<file path="src/rtl/uart_cmd_master.sv">
// uart_cmd_master: serialises tag|len|payload|csum over a UART byte core and collects the response
// Ports:
//   clk, rst_n                 clock, synchronous active-low reset
//   cmd_valid/cmd_ready        command handshake; cmd_tag, cmd_len, cmd_payload latched on accept
//   uart_tx_busy/start/byte    TX byte core interface (start is a one-cycle strobe)
//   uart_rx_new_data/rx_byte   RX byte core interface (one-cycle strobe)
//   rsp_valid/status/frame_num one-cycle completion strobe, status code, frame counter for tag 0x05
module uart_cmd_master #(
  parameter int MAX_LEN        = 38,
  parameter int TIMEOUT_CYCLES = 1_000_000,
  parameter int MAX_RETRIES    = 3
) (
  input  logic                 clk,
  input  logic                 rst_n,
  input  logic                 cmd_valid,
  output logic                 cmd_ready,
  input  logic [7:0]           cmd_tag,
  input  logic [7:0]           cmd_len,
  input  logic [8*MAX_LEN-1:0] cmd_payload,
  input  logic                 uart_tx_busy,
  output logic                 uart_tx_start,
  output logic [7:0]           uart_tx_byte,
  input  logic                 uart_rx_new_data,
  input  logic [7:0]           uart_rx_byte,
  output logic                 rsp_valid,
  output logic [2:0]           rsp_status,
  output logic [31:0]          rsp_frame_num
);
  localparam int CW = $clog2(TIMEOUT_CYCLES + 1);
  typedef enum logic [2:0] {
    IDLE, SEND_TAG, SEND_LEN, SEND_PAY, SEND_CSUM, WAIT_ACK, RECV_FRAME
  } state_t;
  state_t               state_q, state_d;
  logic [7:0]           tag_q, tag_d, len_q, len_d, idx_q, idx_d;
  logic [7:0]           csum_q, csum_d, byte_q, byte_d, retry_q, retry_d;
  logic [8*MAX_LEN-1:0] pay_q, pay_d;
  logic [23:0]          frame_q, frame_d;
  logic [1:0]           fb_q, fb_d;
  logic [CW-1:0]        cnt_q, cnt_d;
  logic                 gap_q, gap_d, ready_q, ready_d, rsp_valid_q, rsp_valid_d;
  logic [2:0]           status_q, status_d, fin_st;
  logic [31:0]          fnum_q, fnum_d;
  logic [7:0]           pay_byte, pay_wire, tx_cur;
  logic                 tx_go, timeout, fin;
  assign pay_byte = pay_q[8*int'(idx_q) +: 8];
  // payload bytes travel MSB-first relative to the receiver's buffer bit order
  always_comb
    for (int i = 0; i < 8; i++) pay_wire[i] = pay_byte[7-i];
  assign tx_cur = state_q == SEND_TAG ? tag_q :
                  state_q == SEND_LEN ? len_q :
                  state_q == SEND_PAY ? pay_wire : csum_q;
  // gap_q blocks the cycle right after a strobe so the core has time to raise busy;
  // rst_n gating keeps a frame from emitting a byte in the very cycle it is aborted
  assign tx_go = rst_n && !uart_tx_busy && !gap_q &&
                 (state_q inside {SEND_TAG, SEND_LEN, SEND_PAY, SEND_CSUM});
  assign timeout = cnt_q == CW'(TIMEOUT_CYCLES - 1);
  always_comb begin
    state_d     = state_q;
    tag_d       = tag_q;
    len_d       = len_q;
    pay_d       = pay_q;
    idx_d       = idx_q;
    csum_d      = csum_q;
    byte_d      = byte_q;
    retry_d     = retry_q;
    frame_d     = frame_q;
    fb_d        = fb_q;
    cnt_d       = cnt_q;
    gap_d       = tx_go;
    rsp_valid_d = 1'b0;
    status_d    = status_q;
    fnum_d      = fnum_q;
    fin         = 1'b0;
    fin_st      = 3'd0;
    if (tx_go) begin
      byte_d = tx_cur;
      csum_d = csum_q ^ tx_cur;
    end
    unique case (state_q)
      IDLE: if (cmd_valid && ready_q) begin
        tag_d   = cmd_tag;
        len_d   = cmd_len;
        pay_d   = cmd_payload;
        idx_d   = 8'd0;
        csum_d  = 8'd0;
        retry_d = 8'd0;
        if (cmd_len > 8'(MAX_LEN)) begin
          fin    = 1'b1;
          fin_st = 3'd4;
        end else state_d = SEND_TAG;
      end
      SEND_TAG: if (tx_go) state_d = SEND_LEN;
      SEND_LEN: if (tx_go) state_d = len_q == 8'd0 ? SEND_CSUM : SEND_PAY;
      SEND_PAY: if (tx_go) begin
        idx_d = idx_q + 8'd1;
        if (idx_q == len_q - 8'd1) state_d = SEND_CSUM;
      end
      SEND_CSUM: if (tx_go) begin
        state_d = WAIT_ACK;
        cnt_d   = '0;
      end
      WAIT_ACK: begin
        cnt_d = cnt_q + 1'b1;
        if (timeout) begin
          fin    = 1'b1;
          fin_st = 3'd3;
        end else if (uart_rx_new_data) begin
          cnt_d = '0;
          if (uart_rx_byte == 8'h00 && tag_q == 8'h05) begin
            state_d = RECV_FRAME;
            fb_d    = 2'd0;
          end else if (uart_rx_byte == 8'hFF && retry_q < 8'(MAX_RETRIES)) begin
            retry_d = retry_q + 8'd1;
            idx_d   = 8'd0;
            csum_d  = 8'd0;
            state_d = SEND_TAG;
          end else begin
            fin    = 1'b1;
            fin_st = uart_rx_byte == 8'h00 ? 3'd0 :
                     uart_rx_byte == 8'hFF ? 3'd1 :
                     uart_rx_byte == 8'h01 ? 3'd2 : 3'd5;
          end
        end
      end
      RECV_FRAME: begin
        cnt_d = cnt_q + 1'b1;
        if (timeout) begin
          fin    = 1'b1;
          fin_st = 3'd3;
        end else if (uart_rx_new_data) begin
          cnt_d   = '0;
          frame_d = {uart_rx_byte, frame_q[23:8]};
          fb_d    = fb_q + 2'd1;
          if (fb_q == 2'd3) begin
            fin    = 1'b1;
            fin_st = 3'd0;
            fnum_d = {uart_rx_byte, frame_q};
          end
        end
      end
      default: state_d = IDLE;
    endcase
    if (fin) begin
      state_d     = IDLE;
      rsp_valid_d = 1'b1;
      status_d    = fin_st;
    end
    ready_d = state_d == IDLE && !rsp_valid_d;
  end
  always_ff @(posedge clk) begin
    if (!rst_n) begin
      state_q     <= IDLE;
      tag_q       <= '0;
      len_q       <= '0;
      pay_q       <= '0;
      idx_q       <= '0;
      csum_q      <= '0;
      byte_q      <= '0;
      retry_q     <= '0;
      frame_q     <= '0;
      fb_q        <= '0;
      cnt_q       <= '0;
      gap_q       <= 1'b0;
      ready_q     <= 1'b0;
      rsp_valid_q <= 1'b0;
      status_q    <= '0;
      fnum_q      <= '0;
    end else begin
      state_q     <= state_d;
      tag_q       <= tag_d;
      len_q       <= len_d;
      pay_q       <= pay_d;
      idx_q       <= idx_d;
      csum_q      <= csum_d;
      byte_q      <= byte_d;
      retry_q     <= retry_d;
      frame_q     <= frame_d;
      fb_q        <= fb_d;
      cnt_q       <= cnt_d;
      gap_q       <= gap_d;
      ready_q     <= ready_d;
      rsp_valid_q <= rsp_valid_d;
      status_q    <= status_d;
      fnum_q      <= fnum_d;
    end
  end
  assign cmd_ready     = ready_q;
  assign uart_tx_start = tx_go;
  assign uart_tx_byte  = byte_d;
  assign rsp_valid     = rsp_valid_q;
  assign rsp_status    = status_q;
  assign rsp_frame_num = fnum_q;
endmodule

</file>
<file path="config.mk">
export PLATFORM = sky130hd
export DESIGN_NAME = uart_cmd_master
export DESIGN_NICKNAME = d
export VERILOG_FILES = /design/src/rtl/uart_cmd_master.sv
export SDC_FILE = /design/constraint.sdc
export NUM_CORES = 1
export LEC_CHECK = 0
export BUFFER_PORTS_ARGS = -buffer_cell sky130_fd_sc_hd__buf_4
export CORE_MARGIN = 4
export CORE_UTILIZATION = 30
export CTS_CLUSTER_DIAMETER = 120
export DETAILED_ROUTE_END_ITERATION = 6
export PLACE_DENSITY = 0.53
export REMOVE_ABC_BUFFERS = 1
export SETUP_SLACK_MARGIN = 0.02
export SYNTH_ARGS = -nofsm -noshare
export SYNTH_HDL_FRONTEND = slang
export SYNTH_SLANG_ARGS = --single-unit
</file>
<file path="constraint.sdc">
create_clock -name clk -period 2.8 [get_ports clk]
set_clock_uncertainty 0.1 [all_clocks]
set_input_delay 0.42 -clock clk [delete_from_list [all_inputs] [get_ports clk]]
set_output_delay 0.42 -clock clk [all_outputs]
set_load 0.005 [all_outputs]
</file>
# Word-level counts from Yosys, hierarchy flattened
# Index checks and enable logic that the tools add are counted.
op_classes:
  addsub: 5
  multipliers: 0
  div: 0
  magnitude_cmp: 2
  n_eq_ne: 22
  n_shift: 1
  muxes: 69
  n_bitwise: 2
  reduce_logical: 27
ops:
  columns: ["cell", "n"]
  rows:
  - ["$shiftx A304 B12 Y8", 1]
  - ["$mux W8", 20]
  - ["$mux W3", 22]
  - ["$mux W20", 3]
  - ["$pmux W20 S2", 1]
  - ["$pmux W8 S2", 2]
  - ["$pmux W8 S3", 1]
  - ["$pmux W3 S7", 1]
  - ["$add A20 B1 Y20 const B", 1]
  - ["$eq A20 B20 Y1 const B", 1]
  - ["$ne A2 B2 Y1 const B", 10]
  - ["$add A8 B1 Y8 const B", 2]
  - ["$logic_not A8 Y1", 2]
  - ["$mux W2", 6]
  - ["$reduce_and A6 Y1", 2]
  - ["$mux W1", 10]
  - ["$eq A3 B3 Y1 const B", 3]
  - ["$pmux W3 S3", 1]
  - ["$eq A8 B1 Y1 const B", 1]
  - ["$eq A8 B3 Y1 const B", 1]
  - ["$eq A8 B8 Y1", 1]
  - ["$eq A8 B8 Y1 const B", 1]
  - ["$gt A8 B6 Y1 const B", 1]
  - ["$lt A8 B2 Y1 const B", 1]
  - ["20 further kinds", 33]
totals:
  reg_bits: 439
  latchBits: 0
  ramBits: 0
  mem_bits_ro: 0
  input_bits: 333
  output_inout_bits: 46
  word_cells: 144
  n_memories: 0

# Logic depth before layout (Yosys ltp)
# Gate-level depths: netlist (run 1).
depth:
  ltp_word: 11
  ltp_mapped: 10
  depth_no_buf: 8

# Worst setup path after synthesis (run 1)
# No wires, ideal clock.
synth_path:
  path_type: "register to output"
  start: "register idx_q[0]"
  end: "output port uart_tx_byte[3]"
  arrival_time_ns: 2.065
  required_ns: 2.280
  path_slack_ns: 0.215
  stages_incl_launch_ff: 10
  n_path_buf: 3
  cell_sequence: "dfxtp_1 buf_2 buf_2 buf_2 mux2i_1 o21ai_0 o211ai_1 o22ai_1 o31ai_1 nand2_1"
synth_between:
  elab_chain_len: 5
synth_lines:
  columns: ["element", "line_no", "text"]
  rows:
  - ["from (decl)", "34", "logic [7:0] tag_q, tag_d, len_q, len_d, idx_q, idx_d;"]
  - ["from (signal assigned)", "173", "idx_q <= idx_d;"]
  - ["$shiftx A304 B12 Y8", "45", "assign pay_byte = pay_q[8*int'(idx_q) +: 8];"]
  - ["$mux W8", "51", "state_q == SEND_PAY ? pay_wire : csum_q;"]
  - ["$mux W8", "50", "state_q == SEND_LEN ? len_q :"]
  - ["$mux W8", "49", "assign tx_cur = state_q == SEND_TAG ? tag_q :"]
  - ["$mux W8", "75", "if (tx_go) begin"]
  - ["to (decl)", "22", "output logic [7:0] uart_tx_byte,"]
# No other way between the ends.

# Final worst setup path (run 1)
layout_path:
  start: "register idx_q[0]"
  end: "output port uart_tx_byte[0]"
# Same word-level chain as after synthesis.

==> out/metrics.yaml, run 1 <==
finish:
  nNetsFinal: 3302
  mostFrequentLayoutCells: "nand2_1 (774), buf_4 (449), dfxtp_1 (437)"
  fin_area_um2: 27400
  final_common_cell: "nand2_1"
  drive_gt1_frac: 0.222
  n_fill_cell: 6305
  syn_to_final_growth_pct: 43.5
clock_tree:
  htreeDepth: 2
  clk_pin_slew_ns: 0.06
  cts_tree: "built"
  clkLatencyLatePin_ns: 0.59
  cts_sinks: 439
  numCtsBuffers: 49
  cts_buffer_depth: 3
  cts_root_buf: "clkbuf_16"
run_status:
  status: "complete, but fails checks"
  violations: "negative setup slack"
global_routing:
  grt_util_all_layers: 0.189
  grt_pass1_wl_mm: 103
  overflow: 0
  antenna_found_initial: 1
  grt_max_degree: 206
  grt_pass1_vias: 18900
routing:
  drt_iter0_drc: 1279
  via_count: 18900
  drc: 0
  drtPass1Iterations: 5
  wire_per_inst_um: 17.6
  ant_nets: 0
  routed_wl_mm: 67.5
  viasPerCell: 4.93
placed_design:
  placed_cell_area_um2: 23100
  dp_worst_setup_slack_ns: -0.0372
  hpwl_mm: 47.7
  gp_congestion: 0.907
  numPortBuffers: 378
floorplanning:
  dieArea_um2: 67700
  core-area_um2: 63100
  start_util: 0.303
  die_h_um: 260
  rows: 92
  die_width_um: 260
  ios: 379
setup_path:
  crit_path_cell_trace: "buf_12 > buf_16 > buf_12 > mux4_2 > mux2i_1 > nor2_1 > o31ai_2 > nand2_2 > buf_6"
  crit_type: "flop to primary output"
  critical_path_required_ns: 2.28
  cpPeakStageDelay_ns: 0.49
  crit_top_cell: "buf_12"
  cpMaxStageDelayCell: "mux4_2"
  worstPathMaxFanout: 7
  crit_arrival_ns: 2.70
  startpoint: "idx_q[0]$_SDFFE_PN0P_"
  startpoint_type: "flop"
  r2r_start: "idx_q[0]$_SDFFE_PN0P_"
  endpoint_kind: "primary output"
synth:
  ys_warn_count: 0
  synth_top_area_frac: 0.460
  synth.avg_cell_area_um2: 7.95
  netlist_instances: 2401
  yosysTopAreaCell: "dfxtp_1"
  netlist_area_um2: 19100
  synth-main-ff-cell: "dfxtp_1"
  seq_area_frac_synth: 0.460
  synthTopCellsByArea: "dfxtp_1 (46%), nand2_1 (15%), a21oi_1 (11%)"
  synthArstFlopShare: 0
  synth_edf_count: 0
  yosysUniqueCellTypes: 77
  yosys_register_bits: 439
timing:
  tightestPinTransition_ns: 0.999
  rsz0062_at_grt: "yes"
  fin_crit_sh: 1.15
  tns_ns: -2.93
  final_max_slew_viol_count: 0
  setup_ws_ns: -0.419
  timing.fmax_ghz: 0.311
  finalCriticalPeriod_ns: 3.22
  setup_viol: 8
  hold_viol: 0
  holdWs_ns: 0.0211
  maxSlewHeadroom: 0.334
pwr:
  leakagePower_uw: 0.0102
  ir_drop_mv: 0.369
  power_per_cell_area_nw_per_um2: 548
  fin_total_pwr_uw: 15000
hold_path:
  hold_path.class: "input pin to flop"
  hp-start: "cmd_payload[250]"
run:
  drv_cap: 0
-- area by class of cell --
| class | count | area [um2] | share of cell area |
|---|---|---|---|
| diodes | 1 | 2.50 | 0.0000913 |
| clock buffers | 71 | 1430 | 0.0522 |
| clock inverters | 14 | 213 | 0.00776 |
| inverters | 14 | 60.1 | 0.00219 |
| multi-input cells | 1765 | 9720 | 0.355 |
| flip-flops and latches | 439 | 8790 | 0.321 |
| well taps | 846 | 1060 | 0.0386 |
| repair buffers | 694 | 6130 | 0.224 |
-- power breakdown --
group	total, uW	switching, uW	leakage (uW)	internal (uW)
Combinational	1800	861	0.00587	935
Clock	6580	2600	0.000806	3990
Sequential	6640	154	0.00357	6490
-- cells in the mapped netlist, types with 11 or more instances --
cell type and n:
nand2_1 779, dfxtp_1 439, a21oi_1 424, clkbuf_1 146
mux2i_1 123, nand3_1 69, nor2_1 52, o21ai_0 43
a22oi_1 36, mux4_2 24, buf_2 23, o22ai_1 20
nor3_1 14, xor2_1 13, inv_1 11, nor4_1 11
xnor2_1 11
-- repair_timing --
item                                    in CTS  in global routing
resized for setup                           49                 20
hold buffers                               208                  0
hold endpoints to repair                   209                  0
pin swaps                                   29                 19
endpoints found under the setup margin       8                 14
buffers inserted                            22                  9
gates cloned                                 0                  2
-- stage by stage --
stage,utilization,instances
floorplan,-,2218
global placement,0.366,3518
detailed placement,0.366,3518
CTS,0.431,3833
global route,0.434,3844
finish,0.434,3844
-- critical path, delay by kind of cell, from the launching register on --
family	cells	cell delay (ns)
muxes	2	0.66
buffers and inverters	4	0.51
DFF	1	0.40
AOI/OAI and AO/OA	1	0.31
and+or+nand+nor	2	0.23
-- kinds of logic (layout without fill, tap and decap cells) --
family,count (synthesis),in the layout,share of synthesized area
AO/OA/AOI/OAI,583,583,0.171
XOR/XNOR,24,24,0.0110
adder cells (fa/ha/maj),6,6,0.00393
buffers and inverters,197,793,0.0410
flip-flops,439,439,0.460
multiplexers,147,147,0.0928
other,0,1,0
AND/OR/NAND/NOR,1005,1005,0.220
-- flip-flops by register name, indices dropped and copies added (netlist names) --
| register | flops |
|---|---|
| csum_q | 8 |
| rsp_frame_num | 32 |
| idx_q | 8 |
| gap_q | 1 |
| state_q | 3 |
| rsp_status | 3 |
| rsp_valid | 1 |
| byte_q | 8 |
| cnt_q | 20 |
| fb_q | 2 |
| frame_q | 24 |
| cmd_ready | 1 |
| pay_q | 304 |
| retry_q | 8 |
| tag_q | 8 |
| len_q | 8 |
-- worst paths after layout --
kind | endpoint | slack (ns) | cells past startpoint
min | pay_q[250]$_SDFFE_PN0P_ | 0.02 | 3
max | uart_tx_byte[0] | -0.42 | 9
max reg2reg | csum_q[4]$_SDFF_PN0_ | 0.16 | 13
min reg2reg | pay_q[301]$_SDFFE_PN0P_ | 0.35 | 2
-- per-layer routing --
layer | vias up | wire (um) | track usage
met3 | 139 | 3180 | 0.0296
met2 | 507 | 32600 | 0.317
met1 | 8970 | 29100 | 0.245
met4 | 0 | 2620 | 0.0759
li1 | 9323 | - | -
met5 | - | 0 | 0
No activity file was read; power rests on OpenSTA's default activity.
==> run 2: changes to the inputs <==
--- a/config.mk
+++ b/config.mk
@@ -10,6 +10,7 @@
 export CORE_UTILIZATION = 30
 export CTS_CLUSTER_DIAMETER = 120
 export DETAILED_ROUTE_END_ITERATION = 6
+export GPL_TIMING_DRIVEN = 0
 export PLACE_DENSITY = 0.53
 export REMOVE_ABC_BUFFERS = 1
 export SETUP_SLACK_MARGIN = 0.02
==> run 2 against run 1 <==
Effect of this change: cell area rose by 6.3%; sequential power about the same; the flow still finishes with violations (negative setup slack); routed wire length increased by 4.0%; sequential share of layout area fell by 1.8 points; total power increased by 4.5%; sequential cell count is the same; first-iteration DRC count rose by 6.3%.
==> out/metrics.yaml, run 2 (synthesized netlist as in run 1, its figures left out) <==
run_status:
  status: "complete, but fails checks"
  violations: "negative setup slack"
floorplanning:
  rows: 92  # unchanged
  dieArea_um2: 67700  # unchanged
  core-area_um2: 63100  # unchanged
  die_h_um: 260  # unchanged
  die_width_um: 260  # unchanged
  start_util: 0.303  # unchanged
  ios: 379  # unchanged
setup_path:
  r2r_start: "idx_q[0]$_SDFFE_PN0P_"
  crit_arrival_ns: 2.80  # +0.10 ns
  endpoint_kind: "primary output"
  r2r_end: "csum_q[1]$_SDFF_PN0_"
  startpoint_type: "flop"
  crit_type: "flop to primary output"
  critical_path_required_ns: 2.28  # about the same
  worst-r2r-setup-slack_ns: 0.11  # -0.05 ns
  worstPathMaxFanout: 5  # -2
  reg2regPathDepth: 15  # +2
placed_design:
  hpwl_mm: 45.1  # -5.5%
  gp_congestion: 0.810  # -11%
  dp_worst_setup_slack_ns: -1.31  # -1.27 ns
  numPortBuffers: 378  # unchanged
  dp.cells: 3465  # -1.5%
global_routing:
  overflow: 0  # unchanged
  antenna_found_initial: 2  # +1
  grt_pass1_vias: 19400  # +2.7%
  grt_pass1_wl_mm: 106  # +3.2%
  grt_max_degree: 163  # -21%
  grt_util_all_layers: 0.197  # +0.00730
finish:
  nNetsFinal: 3406  # +3.1%
  syn_to_final_growth_pct: 52.6
  postLayoutCoreUtil: 0.462  # +0.0274
  final_cells: 3958  # +3.0%
  seq_area_um2: 8810  # +0.24%
  mostFrequentLayoutCells: "nand2_1 (775), dfxtp_1 (430), a21oi_1 (421)"
  drive_gt1_frac: 0.222  # about the same
  multi_input_area_um2: 9940  # +2.3%
  largest_reg_flops: 304  # unchanged
  final_common_cell: "nand2_1"
  n_fill_cell: 6111  # -3.1%
  largest_register: "pay_q"
timing:
  fin_crit_sh: 1.19  # +0.0376
  setup_ws_ns: -0.524  # -0.105 ns
  rsz0062_at_grt: "yes"
  finalCriticalPeriod_ns: 3.32  # +0.105 ns
  setup_viol: 8  # unchanged
  hold_viol: 0  # unchanged
  maxSlewHeadroom: 0.415  # +0.0810
  final_max_slew_viol_count: 0  # unchanged
  tightestPinTransition_ns: 0.877  # -0.121 ns
  timing.fmax_ghz: 0.301  # -3.2%
routing:
  drtPass1Iterations: 5  # unchanged
  viasPerCell: 4.93  # about the same
  routed_wl_mm: 70.2  # +4.0%
  drt_iter0_drc: 1359  # +6.3%
  drc: 0  # unchanged
  via_count: 19500  # +3.0%
  ant_nets: 0  # unchanged
  wire_per_inst_um: 17.7  # +0.98%
clock_tree:
  cts_buffer_depth: 3  # unchanged
  clk_pin_slew_ns: 0.06  # about the same
  cts_sinks: 439  # unchanged
  cts_tree: "built"
  cts_root_buf: "clkbuf_16"
  htreeDepth: 2  # unchanged
  numCtsBuffers: 52  # +6.1%
  clkLatencyLatePin_ns: 0.59  # about the same
pwr:
  power_per_cell_area_nw_per_um2: 539  # -1.6%
  ir_drop_mv: 0.451  # +22%
  leakagePower_uw: 0.0109  # +6.4%
hold_path:
  hold_path.class: "input pin to flop"
  min_path_cells: 3  # unchanged
  hp-start: "uart_rx_byte[5]"
  holdPathEnd: "rsp_frame_num[29]$_SDFFE_PN0P_"
run:
  drv_cap: 0  # unchanged
[run 2: cell types whose count changed in the layout (fill, tap and decap cells not counted), sizes merged, moves of 2 or more]
cell         previous run  this run
clkinv                  8        12
dlygate4sd3           208       328
buf                   484       461
or2                     4         6
diode                   1         3
clkbuf                 73        81
bufbuf                  0         3
[run 2: metal layers]
layer  vias up  GRT usage  wire [um]
met2       520      0.339      34600
met3       151     0.0354       3860
met5         -          0          7
met4         2     0.0737       2550
met1      9297      0.245      29200
li1       9534          -          -
[run 2: area by class of cell]
cell class / count / area share
Inverter: 14 / 0.00206
Clock buffer: 80 / 0.0556
Antenna cell: 3 / 0.000258
Tap cell: 846 / 0.0363
Timing Repair Buffer: 793 / 0.255
Clock inverter: 16 / 0.00696
Sequential cell: 439 / 0.303
Multi-Input combinational cell: 1767 / 0.341
[run 2: worst max-delay path, stage by stage (launching register included)]
cell	delay, ns
dfxtp_4	0.44
buf_12	0.17
buf_16	0.11
mux4_2	0.52
a211oi_4	0.30
nor4_4	0.09
o31ai_2	0.31
nand2_1	0.12
buf_6	0.15
[run 2: metrics by stage]
step	cell area (um2)	power [uW]	hold WS, ns	TNS, ns
floorplan	18400	7610	0.322	-2904.03
global placement	22300	8390	0.340	-5149.66
detailed placement	22800	8230	0.345	-42.39
CTS	28800	15900	0.0251	-4.30
global route	29100	16400	0.0432	-4.71
finish	29100	15700	0.0668	-3.66
[run 2: power breakdown]
part	leakage (uW)	internal, uW	switching [uW]
Clock	0.000905	4340	2730
Combinational	0.00642	1090	925
Sequential	0.00358	6480	136
Total	0.0109	11900	3790
[run 2: repair_timing]
item | 4_1_cts | 5_1_grt
gates cloned | 11 | 0
hold endpoints to repair | 333 | 0
hold buffers | 328 | 0
setup endpoints to repair | 130 | 138
pin swaps | 28 | 24
buffers inserted | 33 | 25
gates resized for setup | 103 | 25
[run 2: worst max-delay path by stage]
| stage | startpoint | end | slack, ns |
|---|---|---|---|
| floorplan | state_q[1]$_SDFF_PN0_ | rsp_status[0]$_SDFFE_PN0N_ | -9.04 |
| global placement | state_q[1]$_SDFF_PN0_ | pay_q[68]$_SDFFE_PN0P_ | -15.27 |
| detailed placement | idx_q[2]$_SDFFE_PN0P_ | uart_tx_byte[4] | -1.31 |
| CTS | idx_q[0]$_SDFFE_PN0P_ | uart_tx_byte[0] | -0.60 |
| global route | idx_q[0]$_SDFFE_PN0P_ | uart_tx_byte[0] | -0.67 |
| finish | idx_q[0]$_SDFFE_PN0P_ | uart_tx_byte[0] | -0.52 |
